### src/rtl/rv_plic_pkg.sv
// Shared types for the per-target PLIC arbiter: tie-break policy and the
// max-tree node together with its compare rule.
package rv_plic_pkg;

  typedef enum logic {
    TB_LOWEST_ID,
    TB_ROUND_ROBIN
  } tie_break_e;

  // Node fields are sized for the largest supported configuration
  // (MAX_PRIO <= 255, N_SOURCE <= 1023); narrower instances zero-extend.
  localparam int NODE_PRIOW = 8;
  localparam int NODE_SRCW  = 10;

  typedef struct packed {
    logic                  valid;
    logic [NODE_PRIOW-1:0] prio;
    logic [NODE_SRCW-1:0]  idx;
  } arb_node_t;

  // lo must hold lower indices than hi, so equal keys keep lo.  In round-robin
  // mode an extra LSB favours indices at or above the pointer.
  function automatic arb_node_t node_pick(input arb_node_t            lo,
                                          input arb_node_t            hi,
                                          input tie_break_e           tb,
                                          input logic [NODE_SRCW-1:0] rr_ptr);
    logic [NODE_PRIOW:0] key_lo;
    logic [NODE_PRIOW:0] key_hi;
    arb_node_t           win;
    key_lo = {lo.prio, (tb == TB_ROUND_ROBIN) && (lo.idx >= rr_ptr)};
    key_hi = {hi.prio, (tb == TB_ROUND_ROBIN) && (hi.idx >= rr_ptr)};
    if (!hi.valid)            win = lo;
    else if (!lo.valid)       win = hi;
    else if (key_hi > key_lo) win = hi;
    else                      win = lo;
    return win;
  endfunction

endpackage

### src/rtl/rv_plic_max_tree.sv
// Combinational binary max-tree over arbiter nodes.  Leaves sit in index
// order, so the left subtree of every node holds the lower indices.
module rv_plic_max_tree
  import rv_plic_pkg::*;
#(
  parameter int         N_LEAF    = 32,
  parameter tie_break_e TIE_BREAK = TB_LOWEST_ID
) (
  input  arb_node_t [N_LEAF-1:0] i_leaf,
  input  logic [NODE_SRCW-1:0]   i_rr_ptr,
  output arb_node_t              o_win
);

  localparam int N_PAD = (N_LEAF <= 1) ? 1 : (1 << $clog2(N_LEAF));

  // Heap layout: node k has children 2k+1 / 2k+2, padding leaves are invalid.
  arb_node_t w_node [2*N_PAD-1];

  always_comb begin
    for (int k = 0; k < 2*N_PAD-1; k++) w_node[k] = '0;
    for (int i = 0; i < N_LEAF; i++) w_node[N_PAD-1+i] = i_leaf[i];
    for (int k = N_PAD-2; k >= 0; k--)
      w_node[k] = node_pick(w_node[2*k+1], w_node[2*k+2], TIE_BREAK, i_rr_ptr);
  end

  assign o_win = w_node[0];

endmodule

### src/rtl/rv_plic_target_arb.sv
// Per-target PLIC arbiter: presents the highest-priority eligible source above
// threshold and tracks claimed-but-not-completed sources.
module rv_plic_target_arb
  import rv_plic_pkg::*;
#(
  parameter int    N_SOURCE  = 32,
  parameter int    MAX_PRIO  = 7,
  parameter string TIE_BREAK = "LOWEST_ID",
  parameter int    LATENCY   = 1,
  localparam int   SRCW      = $clog2(N_SOURCE+1),
  localparam int   PRIOW     = $clog2(MAX_PRIO+1)
) (
  input  logic                           clk_i,
  input  logic                           rst_i,
  input  logic [N_SOURCE-1:0]            ip,
  input  logic [N_SOURCE-1:0]            ie,
  input  logic [N_SOURCE-1:0][PRIOW-1:0] prio,
  input  logic [PRIOW-1:0]               threshold,
  input  logic                           claim_i,
  input  logic                           complete_i,
  input  logic [SRCW-1:0]                complete_id_i,
  output logic                           irq_o,
  output logic [SRCW-1:0]                irq_id_o,
  output logic                           claim_valid_o,
  output logic [SRCW-1:0]                claim_id_o,
  output logic [N_SOURCE-1:0]            in_service_o
);

  localparam tie_break_e TB = (TIE_BREAK == "ROUND_ROBIN") ? TB_ROUND_ROBIN : TB_LOWEST_ID;

  arb_node_t [N_SOURCE-1:0] w_leaf;
  arb_node_t                w_win;
  logic [NODE_SRCW-1:0]     w_rr_ptr;
  logic [SRCW-1:0]          w_irq_id_next;
  logic                     w_claim_hit;
  logic                     w_suppress;
  logic [N_SOURCE-1:0]      w_set;
  logic [N_SOURCE-1:0]      w_clr;

  logic [N_SOURCE-1:0]      r_in_service;
  logic [SRCW-1:0]          r_rr_ptr;
  logic                     r_sup_cnt;
  logic [SRCW-1:0]          r_irq_id;
  logic                     r_claim_valid;
  logic [SRCW-1:0]          r_claim_id;

  always_comb begin
    w_leaf = '0;
    for (int i = 0; i < N_SOURCE; i++) begin
      w_leaf[i].valid = ip[i] & ie[i] & ~r_in_service[i] & (prio[i] > threshold);
      w_leaf[i].prio  = NODE_PRIOW'(prio[i]);
      w_leaf[i].idx   = NODE_SRCW'(i);
    end
  end

  assign w_rr_ptr = NODE_SRCW'(r_rr_ptr);

  if (LATENCY == 2) begin : g_lat2
    localparam int N_LO = N_SOURCE / 2;
    arb_node_t w_lo;
    arb_node_t w_hi;
    arb_node_t r_lo;
    arb_node_t r_hi;

    rv_plic_max_tree #(.N_LEAF(N_LO), .TIE_BREAK(TB)) u_tree_lo (
      .i_leaf   (w_leaf[N_LO-1:0]),
      .i_rr_ptr (w_rr_ptr),
      .o_win    (w_lo)
    );

    rv_plic_max_tree #(.N_LEAF(N_SOURCE-N_LO), .TIE_BREAK(TB)) u_tree_hi (
      .i_leaf   (w_leaf[N_SOURCE-1:N_LO]),
      .i_rr_ptr (w_rr_ptr),
      .o_win    (w_hi)
    );

    always_ff @(posedge clk_i or posedge rst_i) begin
      if (rst_i) begin
        r_lo <= '0;
        r_hi <= '0;
      end else begin
        r_lo <= w_lo;
        r_hi <= w_hi;
      end
    end

    assign w_win = node_pick(r_lo, r_hi, TB, w_rr_ptr);
  end else begin : g_lat1
    rv_plic_max_tree #(.N_LEAF(N_SOURCE), .TIE_BREAK(TB)) u_tree (
      .i_leaf   (w_leaf),
      .i_rr_ptr (w_rr_ptr),
      .o_win    (w_win)
    );
  end

  // Re-checking the threshold keeps a two-stage winner honest if it moved.
  assign w_claim_hit   = claim_i & (r_irq_id != '0);
  assign w_suppress    = w_claim_hit | r_sup_cnt;
  assign w_irq_id_next = (w_suppress || !w_win.valid || (w_win.prio <= NODE_PRIOW'(threshold)))
                         ? '0 : SRCW'(w_win.idx + NODE_SRCW'(1));

  // IDs 0 and above N_SOURCE never match a slot, so they fall through silently.
  always_comb begin
    w_set = '0;
    w_clr = '0;
    for (int i = 0; i < N_SOURCE; i++) begin
      w_set[i] = w_claim_hit & (r_irq_id == SRCW'(i + 1));
      w_clr[i] = complete_i & (complete_id_i == SRCW'(i + 1));
    end
  end

  always_ff @(posedge clk_i or posedge rst_i) begin
    if (rst_i) begin
      r_in_service  <= '0;
      r_rr_ptr      <= '0;
      r_sup_cnt     <= 1'b0;
      r_irq_id      <= '0;
      r_claim_valid <= 1'b0;
      r_claim_id    <= '0;
    end else begin
      r_in_service  <= (r_in_service & ~w_clr) | w_set;
      r_irq_id      <= w_irq_id_next;
      r_claim_valid <= claim_i;
      r_claim_id    <= claim_i ? r_irq_id : '0;
      r_sup_cnt     <= w_claim_hit && (LATENCY == 2);
      if (w_claim_hit && (TB == TB_ROUND_ROBIN))
        r_rr_ptr <= (r_irq_id == SRCW'(N_SOURCE)) ? '0 : r_irq_id;
    end
  end

  assign irq_o         = (r_irq_id != '0);
  assign irq_id_o      = r_irq_id;
  assign claim_valid_o = r_claim_valid;
  assign claim_id_o    = r_claim_id;
  assign in_service_o  = r_in_service;

endmodule

### config.mk
export PLATFORM = sky130hd
export DESIGN_NAME = rv_plic_target_arb
export DESIGN_NICKNAME = d
export VERILOG_FILES = /design/src/rtl/rv_plic_pkg.sv /design/src/rtl/rv_plic_max_tree.sv /design/src/rtl/rv_plic_target_arb.sv
export SDC_FILE = /design/constraint.sdc
export NUM_CORES = 1
export LEC_CHECK = 0
export CELL_PAD_IN_SITES_DETAIL_PLACEMENT = 1
export CELL_PAD_IN_SITES_GLOBAL_PLACEMENT = 1
export CORE_ASPECT_RATIO = 1.25
export CORE_UTILIZATION = 30
export CTS_CLUSTER_DIAMETER = 100
export CTS_CLUSTER_SIZE = 40
export DETAILED_ROUTE_END_ITERATION = 6
export GPL_ROUTABILITY_DRIVEN = 0
export MAX_ROUTING_LAYER = met4
export PLACE_DENSITY = 0.76
export SYNTH_ARGS = -nofsm -noshare
export SYNTH_HDL_FRONTEND = slang
export SYNTH_SLANG_ARGS = --single-unit
### constraint.sdc
create_clock -name clk_i -period 8.2 [get_ports clk_i]
set_clock_uncertainty 0.2 [all_clocks]
set_input_delay 2.05 -clock clk_i [delete_from_list [all_inputs] [get_ports clk_i]]
set_output_delay 2.05 -clock clk_i [all_outputs]
set_load 0.005 [all_outputs]
==> reports/results.ini, run 1 <==
[run]
drv_cap = 0

[die]
core_um2 = 30400
start_util_pct = 30.7
dieArea_um2 = 31800
fp-row-count = 71
die_h_um = 199
ios = 219
die_x_um = 160

[setup_path]
r2r_start = in_service_o[22]$_DFF_PP0_
max_stage_delay_ps = 350
r2r-end = irq_id_o[3]$_DFF_PP0_
crit_end = irq_id_o[3]$_DFF_PP0_
cp.required_ps = 8190
critPathLaunch = threshold[2]
crit_path_end_kind = register
worstPathMaxFanout = 7
crit_path_start_kind = input port
reg2reg_setup_slack_ps = -380
worst_ep_arrival_time_ps = 10760
crit_type = in -> reg
crit_slowest_cell = mux2_4
reg2reg_depth = 42

[sta]
period_needed_ps = 10770
max_slew_margin_pct = 33.4
fmaxAchievable_mhz = 92.8
setup_viol = 6
post-route-period-util_pct = 131
hold_ws_ps = 414
final-hold-violation-count = 0
tns_ps = -14650
setup_ws_ps = -2570
worst_pin_slew_ps = 999
rsz0062_at_grt = true
maxSlewViolCount = 0

[detailed_routing]
finalWirelength_um = 54600
drc = 0
wire_per_inst_um = 24.0
drtIter0Drc = 635
ant_nets = 0
vias = 13000
dr.pass1.iters = 6
viasPerCell = 5.71

[clock_network]
cts_made_buffers = 5
cts_sinks = 45
cts_tree = yes
clk_pin_slew_ps = 70
cts.path.max_buffers = 2
clk_latency_ps = 300
htree_levels = 2
cts_root_buf = clkbuf_16

[global_route]
grt_max_degree = 46
overflow = 0
antenna_found_initial = 3
grt_pass1_wl_um = 64600
track_usage_pct = 26.0
grt_pass1_vias = 13100

[cells_and_area]
finish.utilization_pct = 58.1
final_nets = 2254
post_route_cells_drive_above_1_share_pct = 41.0
final_area_um2 = 17700
syn2layout_area_growth_pct = 89.2

[logic_synthesis]
syn_area_per_cell_um2 = 8.14
ys_warn_count = 0
synth_flop_cell = dfrtp_1
synth_edf_count = 0
yosysSeqAreaShare_pct = 12.1
syn_nets = 1527
syn_inst = 1146
ys_seq_elements = 45
async_flop_share_pct = 100
syn_area_um2 = 9330
synth_cell_types = 88

[place]
dp_hpwl_um = 35000
numPortBuffers = 218
dpl_cell_area_um2 = 15300

[pwr]
p_leak_nw = 8.32
vdd_drop_max_mv = 0.0966
power_density_nw_per_um2 = 169

[min_path]
hp-class = reg -> reg

[run_status]
outcome = finished, violations left
violations = setup timing

## final cells by class
class / instances / area [um2]
repair buffers: 724 / 6240
inverters: 133 / 509
diodes: 3 / 7.51
flip-flops and latches: 45 / 1130
fillers: 3506 / 12700
well taps: 401 / 502
clock inverters: 2 / 10.0
clock buffers: 6 / 129
multi-input cells: 964 / 9130
## flip-flops by register name, indices dropped and copies added, names as in the netlist
signal / flops
in_service_o: 32
claim_id_o: 6
irq_id_o: 6
claim_valid_o: 1
## critical path, delay by kind of cell
kind,cells,cell delay (ps)
buf+inv,10,1260
mux,6,1560
simple gates,9,1490
fa+ha+maj,6,1470
compound gates,19,2910
## how the worst min path moves through the flow
stage / startpoint / end / slack [ps] / depth (start not counted)
finish: in_service_o[9]$_DFF_PP0_ / in_service_o[9]$_DFF_PP0_ / 410 / 2
global route: irq_id_o[0]$_DFF_PP0_ / claim_id_o[0]$_DFF_PP0_ / 460 / 1
CTS: in_service_o[28]$_DFF_PP0_ / in_service_o[28]$_DFF_PP0_ / 410 / 2
detailed placement: in_service_o[28]$_DFF_PP0_ / in_service_o[28]$_DFF_PP0_ / 370 / 2
global placement: in_service_o[28]$_DFF_PP0_ / in_service_o[28]$_DFF_PP0_ / 360 / 2
floorplan: in_service_o[1]$_DFF_PP0_ / in_service_o[1]$_DFF_PP0_ / 310 / 2
## through the flow
stage	setup slack (ps)	instances	total power [W]
final	-2570	2278	0.00298
after detailed placement	-3200	2174	0.00216
after global placement	-2580	2174	0.00205
after CTS	-2490	2201	0.00242
after floorplan	-2300	1146	0.00117
after global routing	-2880	2278	0.00311
## metal layers
| metal | GRT usage [%] | up-vias | wire [um] |
|---|---|---|---|
| met4 | 11.4 | 0 | 3560 |
| met3 | 2.12 | 257 | 2710 |
| li1 | - | 5766 | - |
| met2 | 51.8 | 567 | 29200 |
| met1 | 25.6 | 6407 | 19200 |
| met5 | - | - | 0 |
## Yosys cell counts (11+ instances only)
cell | count | share of area, %
ha_1 | 208 | 28
inv_1 | 133 | 5.4
o21ai_0 | 116 | 6.2
nand2_1 | 88 | 3.5
a21oi_1 | 59 | 3.2
mux2i_1 | 52 | 5.6
dfrtp_1 | 45 | 12
nor2_1 | 45 | 1.8
nand3_1 | 42 | 2.3
nor2b_1 | 32 | 2.1
and2_1 | 24 | 1.6
nand3b_1 | 21 | 1.7
a32oi_1 | 20 | 1.9
o21a_1 | 17 | 1.4
nand4b_1 | 15 | 1.4
a21o_1 | 11 | 0.89
and3_1 | 11 | 0.74
mux2_2 | 11 | 1.3
o21ai_1 | 11 | 0.59
## placed cells by master (no fill, tap or decap), types with 21 or more instances in the layout
| master | count |
|---|---|
| inv_1 | 123 |
| nand3b_1 | 21 |
| nand3_1 | 39 |
| nor2b_1 | 24 |
| ha_1 | 158 |
| o21ai_0 | 79 |
| a21oi_1 | 46 |
| and2_1 | 22 |
| o21ai_1 | 26 |
| dfrtp_1 | 45 |
| nor2_1 | 31 |
| buf_4 | 483 |
| ha_4 | 45 |
| nand2_1 | 84 |
| clkdlybuf4s50_1 | 196 |
## what timing repair did
action / 4_1_cts / 5_1_grt
pin swaps: 14 / 98
gates cloned: 0 / 4
endpoints found under the setup margin: 6 / 6
buffers inserted: 19 / 73
gates resized for setup: 37 / 270
hold buffers: 0 / 0
## cell families (layout without fill, tap and decap cells)
| group | after synthesis | after routing | share of synthesized area [%] |
|---|---|---|---|
| AO/OA/AOI/OAI | 359 | 359 | 27.6 |
| XOR/XNOR | 1 | 1 | 0.0939 |
| adder cells (fa/ha/maj) | 208 | 208 | 27.9 |
| buffers and inverters | 137 | 865 | 5.57 |
| flip-flops | 45 | 45 | 12.1 |
| multiplexers | 65 | 65 | 7.19 |
| other | 0 | 3 | 0 |
| AND/OR/NAND/NOR | 331 | 331 | 19.6 |
## report_power, final
| part | leakage, nW | internal (W) | switching (W) |
|---|---|---|---|
| clock network | 0.0706 | 0.000112 | 0.0000928 |
| logic | 7.66 | 0.00124 | 0.00116 |
| registers | 0.593 | 0.000281 | 0.0000929 |
| total | 8.32 | 0.00164 | 0.00135 |
No activity file was read; power rests on OpenSTA's default activity.
==> inputs of run 2 (changes only) <==
--- a/config.mk
+++ b/config.mk
@@ -14,7 +14,7 @@
 export DETAILED_ROUTE_END_ITERATION = 6
 export GPL_ROUTABILITY_DRIVEN = 0
 export MAX_ROUTING_LAYER = met4
-export PLACE_DENSITY = 0.76
+export PLACE_DENSITY = 0.74
 export SYNTH_ARGS = -nofsm -noshare
 export SYNTH_HDL_FRONTEND = slang
 export SYNTH_SLANG_ARGS = --single-unit
==> constraint.sdc (replaced) <==
create_clock -name clk_i -period 10.09 [get_ports clk_i]
set_clock_uncertainty 0.2 [all_clocks]
set_input_delay 2.5225 -clock clk_i [delete_from_list [all_inputs] [get_ports clk_i]]
set_output_delay 2.5225 -clock clk_i [all_outputs]
set_load 0.005 [all_outputs]
==> run 2 against run 1 <==
  * The run now fails in global routing (5_1_grt)
  * Synthesized cell count stayed put
  * Synthesized area stayed put
==> reports/results.ini, run 2 <==
[run_status]
outcome = did not finish
haltStage = global routing (5_1_grt)
error_line = [ERROR GRT-0232] Routing congestion too high. Check the congestion heatmap in the GUI.

[global_route]
track_usage_pct = 83.8
antenna_found_initial = 33
overflow = 326
grt_max_degree = 46

[logic_synthesis]
syn_nets = 1527  ; unchanged
yosys.area.top_type = ha_1
synth_edf_count = 0  ; unchanged
synth_common_cells = ha_1 (208), inv_1 (133), o21ai_0 (116)
async_flop_share_pct = 100  ; unchanged
yosysMostFrequentCell = ha_1
ys_seq_elements = 45  ; unchanged
synth_top_cell_area_share_pct = 27.9  ; unchanged
syn_area_per_cell_um2 = 8.14  ; unchanged
yosysSeqAreaShare_pct = 12.1  ; unchanged
synth_cell_types = 88  ; unchanged
ys_warn_count = 0  ; unchanged
synth_flop_cell = dfrtp_1
syn_inst = 1146  ; unchanged
synthTopCellsByArea = ha_1 (28%), dfrtp_1 (12%), o21ai_0 (6.2%), mux2i_1 (5.6%), inv_1 (5.4%)
syn_area_um2 = 9330  ; unchanged

[clock_network]
cts_made_buffers = 5  ; unchanged
cts_hold_buf = 0  ; unchanged
htree_levels = 2  ; unchanged
cts.path.max_buffers = 2  ; unchanged
cts_sinks = 45  ; unchanged
cts_root_buf = clkbuf_16

[place]
numPortBuffers = 218  ; unchanged
dpl_cell_area_um2 = 15000  ; -1.7%
dp_hpwl_um = 33600  ; -4.0%
dp.cells = 2141  ; -1.5%

[sta]
worstEndpointGrtRepair = irq_id_o[3]$_DFF_PP0_/D
worst_endpoint_kind = register data pin

[die]
fp-row-count = 71  ; unchanged
die_h_um = 199  ; unchanged
start_util_pct = 30.7  ; unchanged
die_x_um = 160  ; unchanged
ios = 219  ; unchanged

-- run 2: cell counts after synthesis --
No cell type changed its count.
-- run 2: per-layer routing --
metal / overflow / track usage [%]
met5: - / -
met1: 11 / 78.5
met4: 112 / 88.5
met2: 193 / 98.4
met3: 10 / 71.1
-- run 2: cells by family after synthesis --
family	Yosys count	synth area share, %
compound gates	359	27.6
flops	45	12.1
xor+xnor	1	0.0939
fa+ha+maj	208	27.9
mux	65	7.19
buf+inv	137	5.57
simple gates	331	19.6
-- run 2: metrics by stage --
stage | worst slack (ps) | util [%] | TNS [ps] | hold slack [ps]
after floorplan | -883 | - | -4090 | 308
after global placement | -1230 | 49.5 | -6810 | 373
after detailed placement | -1680 | 49.5 | -9270 | 385
after CTS | -441 | 61.4 | -2190 | 412
-- run 2: repair_timing --
item,CTS
setup endpoints to repair,6
setup buffers,305
pin swaps,125
gates cloned,7
gates resized for setup,251
==> inputs of run 3 (changes only) <==
==> config.mk (replaced) <==
export PLATFORM = sky130hd
export DESIGN_NAME = rv_plic_target_arb
export DESIGN_NICKNAME = d
export VERILOG_FILES = /design/src/rtl/rv_plic_pkg.sv /design/src/rtl/rv_plic_max_tree.sv /design/src/rtl/rv_plic_target_arb.sv
export SDC_FILE = /design/constraint.sdc
export NUM_CORES = 1
export LEC_CHECK = 0
export CORE_UTILIZATION = 20
export DETAILED_ROUTE_END_ITERATION = 6
export GPL_ROUTABILITY_DRIVEN = 0
export PLACE_DENSITY_LB_ADDON = 0.15
export SYNTH_ARGS = -nofsm -noshare
export SYNTH_HDL_FRONTEND = slang
export SYNTH_SLANG_ARGS = --single-unit
==> run 3 against run 2 <==
  * The flow now finishes, with violations (setup timing)
==> reports/results.ini, run 3 (same netlist as run 1, synthesis figures left out) <==
[run_status]
outcome = finished, violations left
violations = setup timing

[pwr]
power_density_nw_per_um2 = 130
p_int_w = 0.00143
switching_share_pct = 40.7
combPwrFrac_pct = 80.5
vdd_drop_max_mv = 0.100
pwr-share-seq_pct = 12.6
net-switching-power_w = 0.000984
power_w = 0.00241
p_leak_nw = 8.89
p_clk_share_pct = 6.9

[global_route]
grt_max_degree = 46
track_usage_pct = 17.6
overflow = 0
antenna_found_initial = 0
grt_pass1_vias = 12100
grt_pass1_wl_um = 65900

[cells_and_area]
final_cell_mix = buf_4 (592), clkdlybuf4s50_1 (175), ha_1 (162)
multi_input_area_um2 = 9090
final_nets = 2357
largest_reg_flops = 32
post_route_cells_drive_above_1_share_pct = 44.3
fill_cells = 4548
syn2layout_area_growth_pct = 99.4
regArea_um2 = 1130
final_area_um2 = 18600
layout_commonest_cell = buf_4

[setup_path]
crit_type = in -> reg
crit_path_start_kind = input port
crit_slowest_cell = a211oi_2
r2r-end = irq_id_o[3]$_DFF_PP0_
max_stage_delay_ps = 340
reg2reg_depth = 49
r2r_start = in_service_o[24]$_DFF_PP0_
worst_ep_arrival_time_ps = 10570
cpMostUsedCell = buf_4
cp.required_ps = 10060
reg2reg_setup_slack_ps = 1890
crit_path_end_kind = register
worstPathMaxFanout = 15

[sta]
max_slew_margin_pct = 33.0
setup_viol = 6
maxSlewViolCount = 0
period_needed_ps = 10610
final-hold-violation-count = 0
fmaxAchievable_mhz = 94.3
post-route-period-util_pct = 105
setup_ws_ps = -518
rsz0062_at_grt = true
worst_pin_slew_ps = 1000
tns_ps = -2290
hold_ws_ps = 405

[place]
numPortBuffers = 218  ; unchanged
dp_hpwl_um = 32800  ; -2.4%
pre_cts_slack_ps = -1530  ; +146 ps
dpl_cell_area_um2 = 15500  ; +2.9%

[die]
core_um2 = 45700
die_x_um = 218  ; +36%
start_util_pct = 20.4  ; -10 points
ios = 219  ; unchanged
die_h_um = 218  ; +9.4%
fp-row-count = 78  ; +9.9%
dieArea_um2 = 47500

[clock_network]
clk_pin_slew_ps = 70
cts_hold_buf = 0  ; unchanged
htree_levels = 2  ; unchanged
cts_made_buffers = 5  ; unchanged
clk_latency_ps = 290
cts.path.max_buffers = 2  ; unchanged
cts_root_buf = clkbuf_16
cts_tree = yes
cts_sinks = 45  ; unchanged

[min_path]
min_to = in_service_o[16]$_DFF_PP0_
whs_path_depth = 2
min_from = in_service_o[16]$_DFF_PP0_
hp-class = reg -> reg

[run]
drv_cap = 0

[detailed_routing]
dr.pass1.iters = 5
wire_per_inst_um = 16.9
viasPerCell = 4.58
vias = 11800
finalWirelength_um = 43600
ant_nets = 0
drc = 0
drtIter0Drc = 400

run 3: routing by layer:
metal  vias to the layer above  global-route usage, %  part of all wire, %
met4                         0                   2.54                  1.6
met2                       210                   30.3                   48
met5                         -                      0                    0
li1                       5987                      -                    -
met3                        33                   1.91                  3.8
met1                      5568                   23.8                   47
run 3: worst max-delay path by stage:
stage,start,endpoint,slack [ps]
floorplan,threshold[2],irq_id_o[3]$_DFF_PP0_,-880
global placement,threshold[2],irq_id_o[3]$_DFF_PP0_,-1320
detailed placement,threshold[1],irq_id_o[3]$_DFF_PP0_,-1530
CTS,threshold[1],irq_id_o[3]$_DFF_PP0_,-280
global route,prio[77],irq_id_o[3]$_DFF_PP0_,-730
finish,threshold[2],irq_id_o[3]$_DFF_PP0_,-520
run 3: what timing repair did:
action,in CTS,in global routing
pin swaps,98,100
hold endpoints to repair,0,0
resized for setup,197,120
gates cloned,3,0
setup endpoints to repair,6,6
setup buffers,171,41
run 3: power groups by stage:
| stage | sequential (W) | combinational [W] | clock (W) |
|---|---|---|---|
| 2_1_floorplan | 0.000267 | 0.000686 | 0 |
| 6_report | 0.000304 | 0.00194 | 0.000167 |
| 4_1_cts | 0.000308 | 0.00176 | 0.000171 |
| 3_5_place_dp | 0.000310 | 0.00138 | 0 |
| 3_3_place_gp | 0.000312 | 0.00137 | 0 |
| 5_1_grt | 0.000313 | 0.00211 | 0.000180 |
run 3: layout make-up:
cell class	count	share of cell area, %
multi-input combinational	964	48.9
timing repair buffer	827	37.5
sequential	45	6.05
tap	600	4.04
inverter	133	2.74
clock buffer	5	0.673
clock inverter	3	0.114
antenna	1	0.0135
run 3: through the flow:
stage | cells | utilization (%)
CTS | 2541 | 38.8
detailed placement | 2360 | 33.9
finish | 2578 | 40.7
floorplan | 1146 | -
global route | 2577 | 40.7
global placement | 2360 | 33.9
run 3: critical path, delay by kind of cell:
family                   cells  cell delay, ps
buffers and inverters       39            4780
AO/OA/AOI/OAI                9            1720
multiplexers                 2             620
adder cells (fa/ha/maj)      2             520
AND/OR/NAND/NOR              2             310
==> inputs of run 4 (changes only) <==
--- a/config.mk
+++ b/config.mk
@@ -5,7 +5,7 @@
 export SDC_FILE = /design/constraint.sdc
 export NUM_CORES = 1
 export LEC_CHECK = 0
-export CORE_UTILIZATION = 20
+export CORE_UTILIZATION = 50
 export DETAILED_ROUTE_END_ITERATION = 6
 export GPL_ROUTABILITY_DRIVEN = 0
 export PLACE_DENSITY_LB_ADDON = 0.15
==> run 4 against run 3 <==
  * The flow now stops in global routing (5_1_grt)
  * Synthesized cell count unchanged
  * Synthesized area did not move
==> reports/results.ini, run 4 <==
[die]
die_x_um = 139  ; -36%
start_util_pct = 51.4  ; +31 points
ios = 219  ; unchanged
fp-row-count = 49  ; -37%
die_h_um = 139  ; -36%

[logic_synthesis]
syn_nets = 1527  ; unchanged
synth_top_cell_area_share_pct = 27.9  ; unchanged
synth_common_cells = ha_1 (208), inv_1 (133), o21ai_0 (116)
synthMuxAreaShare_pct = 7.19  ; unchanged
synth_fa_ha_area_share_pct = 27.9  ; unchanged
ys_warn_count = 0  ; unchanged
yosys.area.top_type = ha_1
synth_xor_area_share_pct = 0.0939  ; unchanged
synth_edf_count = 0  ; unchanged
synth_cell_types = 88  ; unchanged
synth-simple-area-share_pct = 19.6  ; unchanged
yosysSeqAreaShare_pct = 12.1  ; unchanged
synth_top_family_by_area = adder cells
synth_flop_cell = dfrtp_1
syn_area_per_cell_um2 = 8.14  ; unchanged
synthTopCellsByArea = ha_1 (28%), dfrtp_1 (12%), o21ai_0 (6.2%), mux2i_1 (5.6%), inv_1 (5.4%)
yosysMostFrequentCell = ha_1
syn_inst = 1146  ; unchanged
ys_seq_elements = 45  ; unchanged
synth_compound_area_share_pct = 27.6  ; unchanged
syn_area_um2 = 9330  ; unchanged
async_flop_share_pct = 100  ; unchanged

[sta]
worstEndpointGrtRepair = irq_id_o[3]$_DFF_PP0_/D
worst_endpoint_kind = register data pin

[global_route]
grt_max_degree = 46

[clock_network]
htree_levels = 2  ; unchanged
cts_made_buffers = 5  ; unchanged
cts.path.max_buffers = 2  ; unchanged
cts_root_buf = clkbuf_16
cts_hold_buf = 0  ; unchanged
cts_sinks = 45  ; unchanged

[place]
dpl_cell_area_um2 = 14700  ; -4.9%
numPortBuffers = 218  ; unchanged
dp_hpwl_um = 27400  ; -16%
pre_cts_slack_ps = -1420  ; +116 ps

[run_status]
haltStage = global routing (5_1_grt)
error_line = [ERROR DPL-0038] Utilization greater than 100%, impossible to legalize
outcome = did not finish

==> run 4: kinds of logic after synthesis <==
family,Yosys count
DFF,45
AOI/OAI and AO/OA,359
muxes,65
xor gates and xnor gates,1
buffers and inverters,137
and+or+nand+nor,331
adders and majority gates,208
==> run 4: timing repair <==
action                                  CTS
resized for setup                       214
setup buffers                           169
endpoints found under the setup margin    6
cloned                                    7
pin swaps                               116
==> run 4: metrics by stage <==
step | setup TNS, ps | std cells
after floorplan | -4090 | 1146
after global placement | -5640 | 1950
after detailed placement | -8000 | 1950
after CTS | -1620 | 2132
